<file path="src/rtl/bus16_reg_responder.sv">
// bus16_reg_responder
// Register-bus responder below the UART bus bridge. Decodes single-cycle
// chip-select transactions into a small register bank and returns read data
// through a fixed-depth pipeline of RD_LATENCY cycles (legal range 1-4).
//
// Register map (index = i_Bus_Addr8[3:1], bank aliases every 16 bytes)
//   0  0x00  ID        read-only, ID_VALUE
//   1  0x02  SCRATCH   read/write
//   2  0x04  CTRL      read/write, drives o_Ctrl
//   3  0x06  STATUS    sticky event bits, write-1-to-clear
//   4  0x08  IRQ_EN    read/write
//   5  0x0A  FREE_CNT  free-running, any write reloads zero
//   6-7      unmapped  reads 16'hDEAD, writes ignored

module bus16_reg_responder #(
  parameter logic [15:0] ID_VALUE   = 16'hB016,
  parameter int          RD_LATENCY = 1,
  parameter logic [15:0] CTRL_RST   = 16'h0000
) (
  input  logic        i_Bus_Clk,
  input  logic        i_Bus_Rst_L,
  input  logic        i_Bus_CS,
  input  logic        i_Bus_Wr_Rd_n,
  input  logic [15:0] i_Bus_Addr8,
  input  logic [15:0] i_Bus_Wr_Data,
  output logic [15:0] o_Bus_Rd_Data,
  output logic        o_Bus_Rd_DV,
  input  logic [15:0] i_Event,
  output logic [15:0] o_Ctrl,
  output logic        o_Irq
);

  localparam logic [2:0] IDX_ID       = 3'd0;
  localparam logic [2:0] IDX_SCRATCH  = 3'd1;
  localparam logic [2:0] IDX_CTRL     = 3'd2;
  localparam logic [2:0] IDX_STATUS   = 3'd3;
  localparam logic [2:0] IDX_IRQ_EN   = 3'd4;
  localparam logic [2:0] IDX_FREE_CNT = 3'd5;

  localparam logic [15:0] UNMAPPED_DATA = 16'hDEAD;

  logic [15:0] r_scratch;
  logic [15:0] r_ctrl;
  logic [15:0] r_status;
  logic [15:0] r_irq_en;
  logic [15:0] r_free_cnt;
  logic        r_irq;

  logic        r_dv_pipe   [RD_LATENCY];
  logic [15:0] r_data_pipe [RD_LATENCY];

  logic [2:0]  w_idx;
  logic        w_wr;
  logic        w_rd;
  logic [15:0] w_rd_mux;
  logic [15:0] w_status_clr;

  assign w_idx = i_Bus_Addr8[3:1];
  assign w_wr  = i_Bus_CS & i_Bus_Wr_Rd_n;
  assign w_rd  = i_Bus_CS & ~i_Bus_Wr_Rd_n;

  // W1C mask only exists on a write to STATUS
  assign w_status_clr = (w_wr && (w_idx == IDX_STATUS)) ? i_Bus_Wr_Data : 16'h0000;

  // Read mux sees register state before the CS edge
  always_comb begin
    w_rd_mux = UNMAPPED_DATA;
    case (w_idx)
      IDX_ID:       w_rd_mux = ID_VALUE;
      IDX_SCRATCH:  w_rd_mux = r_scratch;
      IDX_CTRL:     w_rd_mux = r_ctrl;
      IDX_STATUS:   w_rd_mux = r_status;
      IDX_IRQ_EN:   w_rd_mux = r_irq_en;
      IDX_FREE_CNT: w_rd_mux = r_free_cnt;
      default:      w_rd_mux = UNMAPPED_DATA;
    endcase
  end

  // Plain read/write registers
  always_ff @(posedge i_Bus_Clk) begin
    if (!i_Bus_Rst_L) begin
      r_scratch <= 16'h0000;
      r_ctrl    <= CTRL_RST;
      r_irq_en  <= 16'h0000;
    end else if (w_wr) begin
      if (w_idx == IDX_SCRATCH) r_scratch <= i_Bus_Wr_Data;
      if (w_idx == IDX_CTRL)    r_ctrl    <= i_Bus_Wr_Data;
      if (w_idx == IDX_IRQ_EN)  r_irq_en  <= i_Bus_Wr_Data;
    end
  end

  // Sticky status: an event in the same cycle as its clear wins
  always_ff @(posedge i_Bus_Clk) begin
    if (!i_Bus_Rst_L) begin
      r_status <= 16'h0000;
    end else begin
      r_status <= (r_status & ~w_status_clr) | i_Event;
    end
  end

  // Free-running counter; a write reloads zero on its own edge
  always_ff @(posedge i_Bus_Clk) begin
    if (!i_Bus_Rst_L) begin
      r_free_cnt <= 16'h0000;
    end else if (w_wr && (w_idx == IDX_FREE_CNT)) begin
      r_free_cnt <= 16'h0000;
    end else begin
      r_free_cnt <= r_free_cnt + 16'h0001;
    end
  end

  // Interrupt is registered, so it trails STATUS/IRQ_EN by one cycle
  always_ff @(posedge i_Bus_Clk) begin
    if (!i_Bus_Rst_L) begin
      r_irq <= 1'b0;
    end else begin
      r_irq <= |(r_status & r_irq_en);
    end
  end

  // Read-return shift pipeline; data is zeroed in bubbles so the output idles at 0
  always_ff @(posedge i_Bus_Clk) begin
    if (!i_Bus_Rst_L) begin
      for (int i = 0; i < RD_LATENCY; i++) begin
        r_dv_pipe[i]   <= 1'b0;
        r_data_pipe[i] <= 16'h0000;
      end
    end else begin
      r_dv_pipe[0]   <= w_rd;
      r_data_pipe[0] <= w_rd ? w_rd_mux : 16'h0000;
      for (int i = 1; i < RD_LATENCY; i++) begin
        r_dv_pipe[i]   <= r_dv_pipe[i-1];
        r_data_pipe[i] <= r_data_pipe[i-1];
      end
    end
  end

  assign o_Bus_Rd_DV   = r_dv_pipe[RD_LATENCY-1];
  assign o_Bus_Rd_Data = r_data_pipe[RD_LATENCY-1];
  assign o_Ctrl        = r_ctrl;
  assign o_Irq         = r_irq;

endmodule

</file>
<file path="config.mk">
export PLATFORM = sky130hd
export DESIGN_NAME = bus16_reg_responder
export DESIGN_NICKNAME = d
export VERILOG_FILES = /design/src/rtl/bus16_reg_responder.sv
export SDC_FILE = /design/constraint.sdc
export NUM_CORES = 1
export LEC_CHECK = 0
export CAP_MARGIN = 40
export CORE_MARGIN = 1.5
export CORE_UTILIZATION = 49
export CTS_CLUSTER_SIZE = 24
export DETAILED_ROUTE_END_ITERATION = 7
export PLACE_DENSITY = 0.86
export SLEW_MARGIN = 40
export SYNTH_ARGS = -nofsm -noshare
export SYNTH_HDL_FRONTEND = slang
export SYNTH_SLANG_ARGS = --single-unit
</file>
<file path="constraint.sdc">
create_clock -name i_Bus_Clk -period 3.3 [get_ports i_Bus_Clk]
set_clock_uncertainty 0.1 [all_clocks]
set_input_delay 0.66 -clock i_Bus_Clk [delete_from_list [all_inputs] [get_ports i_Bus_Clk]]
set_output_delay 0.66 -clock i_Bus_Clk [all_outputs]
set_load 0.03 [all_outputs]
</file>
==> flow_summary.toml <==
[yosys]
ys_seq_area_frac = 0.448
netlist_area_um2 = 4380
synth_cell_type_count = 44
synthesis.nets = 574
ys_async_sr_fraction = 0
syn_avg_cell_area_um2 = 8.41
synth_ff_type = "dfxtp_1"
synth_edf_count = 0
yosys_warnings = 0
synth_cells = 521
synth-seq-cells = 98

[timing]
hold_violations = 0
slew_violations = 0
max_clock_freq_mhz = 419
worst_pin_slew_ns = 0.815
rsz0062_at_grt = "no"
finalCritPeriodShare = 0.724
relSlewSlack = 0.457
setup_viol = 0
setup_tns_ns = 0
min_period_ns = 2.39

[critical_path]
ff2ff_path_depth = 4
worstPathMaxFanout = 34
crit_type = "in -> reg"
slowest_stage = "nand2b_1"
crit_path_cell_trace = "clkdlybuf4s50_1, buf_4, nor2b_1, nand2b_1, nand2_1, a21boi_0"
cp.arrival_ns = 2.57
worst_setup_path_start_kind = "input port"
end_kind = "flip-flop"
crit_required_ns = 3.49
critPathMaxStageDelay_ns = 0.60

[place]
placed_area_um2 = 5070
numPortBuffers = 72
hpwl_mm = 7.79
gp_congestion = 0.908

[drt]
avgViaCountPerCell = 5.84
drc = 0
drt_iter0_drc = 377
vias = 3978
wirelength_mm = 11.6
drtAntennaViolNets = 0
drt_first_pass_iters = 5
wl_per_cell_um = 17.0

[grt]
grt_pass1_wl_mm = 18.6
track_usage = 0.245
antenna_found_initial = 0
grt-ovfl-total = 0
grt_pass1_vias = 3663
grt_max_degree = 84

[floorplan]
rows = 34
start_util = 0.505
die_height_um = 97.6
die_area_um2 = 9520
die_width_um = 97.6
ios = 86
core_um2 = 8680

[clock_network]
cts_setup_buffers = 0
tritoncts = "built"
cts_num_sinks = 98
clkSlewWorstSetupHoldPaths_ns = 0.09
numCtsBuffers = 9
postCtsHoldBufs = 0
clockBufferDepth = 2
clk-insertion-delay-late_ns = 0.36
clockRootBuffer = "clkbuf_8"
ctsResizeCount = 0
htree_levels = 3

[power_and_ir_drop]
power_leakage_nw = 1.84
vdd_ir_drop_max_mv = 0.295
power.density_nw_per_um2 = 433
finalPower_mw = 2.28

[min_path]
hold_depth = 2
hold_class = "reg -> reg"

[cells_and_area]
fin_nets = 622
fin_area_um2 = 5280
antenna_cells = 0
syn_to_final_growth_pct = 20.4
drive_gt1_frac = 0.0681

[flow_run]
maxCapViolations = 0

[outcome]
outcome = "completed"
==> path summary, 6_finish.rpt <==
kind / end / slack, ns / start
setup / recovery: r_scratch[2] / 0.91 / i_Bus_Addr8[2]
hold / removal: r_scratch[13] / 0.36 / r_scratch[13]
setup reg to reg: r_free_cnt[15] / 1.66 / r_free_cnt[2]
hold reg to reg: r_scratch[13] / 0.36 / r_scratch[13]
==> power by group <==
group	internal (mW)	switching, mW	leakage [nW]	total (mW)
registers	1.21	0.0276	0.797	1.24
clock network	0.408	0.393	0.106	0.801
logic	0.108	0.134	0.941	0.242
==> stage by stage <==
step	cells	worst slack, ns	hold WS [ns]	utilization
finish	681	0.912	0.357	0.608
global placement	666	0.678	0.337	0.584
floorplan	521	1.51	0.330	-
CTS	681	0.948	0.357	0.608
detailed placement	666	0.579	0.345	0.584
global route	681	0.771	0.380	0.608
==> layer usage <==
layer	vias to the layer above	GRT usage	wire length, um
met3	28	0.0518	903
met2	190	0.372	5320
met5	-	0	0
li1	1885	-	-
met4	0	0.111	365
met1	1875	0.335	5000
==> cells in the final DEF (no fill, tap or decap), types with 3 or more instances in the layout <==
cell             netlist  final
nand3_1               22     22
a22oi_1               11     11
nor2_1                29     29
dfxtp_1               98     98
a21oi_1               26     26
a21boi_0              18     18
and3_1                 5      5
a31oi_1                4      4
clkdlybuf4s50_1        0     69
o21a_1                17     17
inv_1                  6      6
o22ai_1                7      7
nand2_1               98     98
clkbuf_8               0     12
nand2b_1              10     10
nand4_1                8      8
o21ai_0               29     29
xor2_1                13     13
nor2b_1                8      8
and4_1                 3      3
nor3_4                 3      3
buf_4                  3      6
mux2i_1                3      3
a21boi_1              30     30
mux2_2                 4      4
a221oi_1               4      4
a22o_1                 5      5
==> synthesized netlist by cell type (4+ instances only) <==
library cell,instances,share of area
a22o_1,5,0.010
dfxtp_1,98,0.45
nand4_1,8,0.011
a221oi_1,4,0.0080
mux2_2,4,0.010
a22oi_1,11,0.019
buf_2,19,0.022
o21a_1,17,0.029
nand3_1,22,0.025
nand2b_1,10,0.014
xor2_1,13,0.026
nand2_1,98,0.084
o22ai_1,7,0.010
a21oi_1,26,0.030
nor2_1,29,0.025
and3_1,5,0.0071
o21ai_0,29,0.033
clkbuf_1,17,0.015
nor2b_1,8,0.011
inv_1,6,0.0051
a31oi_1,4,0.0057
a21boi_0,18,0.031
a21boi_1,30,0.051
==> registers in the layout (all words and copies together) (netlist names) <==
signal	flops
o_Ctrl	16
o_Irq	1
r_dv_pipe	1
r_status	16
r_data_pipe	16
r_scratch	16
r_free_cnt	16
r_irq_en	16
==> area by class of cell <==
cell class	count	area [um2]
sequential	98	1960
fill	747	3400
timing repair buffer	78	751
multi-input combinational	374	2190
clock buffer	13	169
tap	108	135
inverter	8	30.0
clock inverter	2	35.0
==> kinds of logic (layout without fill, tap and decap cells) <==
family,count (synthesis),in the layout,share of synthesized area
compound gates,155,155,0.236
xor+xnor,14,14,0.0280
fa+ha+maj,1,1,0.00285
buf+inv,49,101,0.0517
flops,98,98,0.448
mux,8,8,0.0197
simple gates,196,196,0.215
==> worst max-delay path: cells and delay by family <==
family,cells,cell delay [ns]
buffers and inverters,2,0.86
and+or+nand+nor,3,0.83
AOI/OAI and AO/OA,1,0.19
Power figures use the tool's default switching activity.
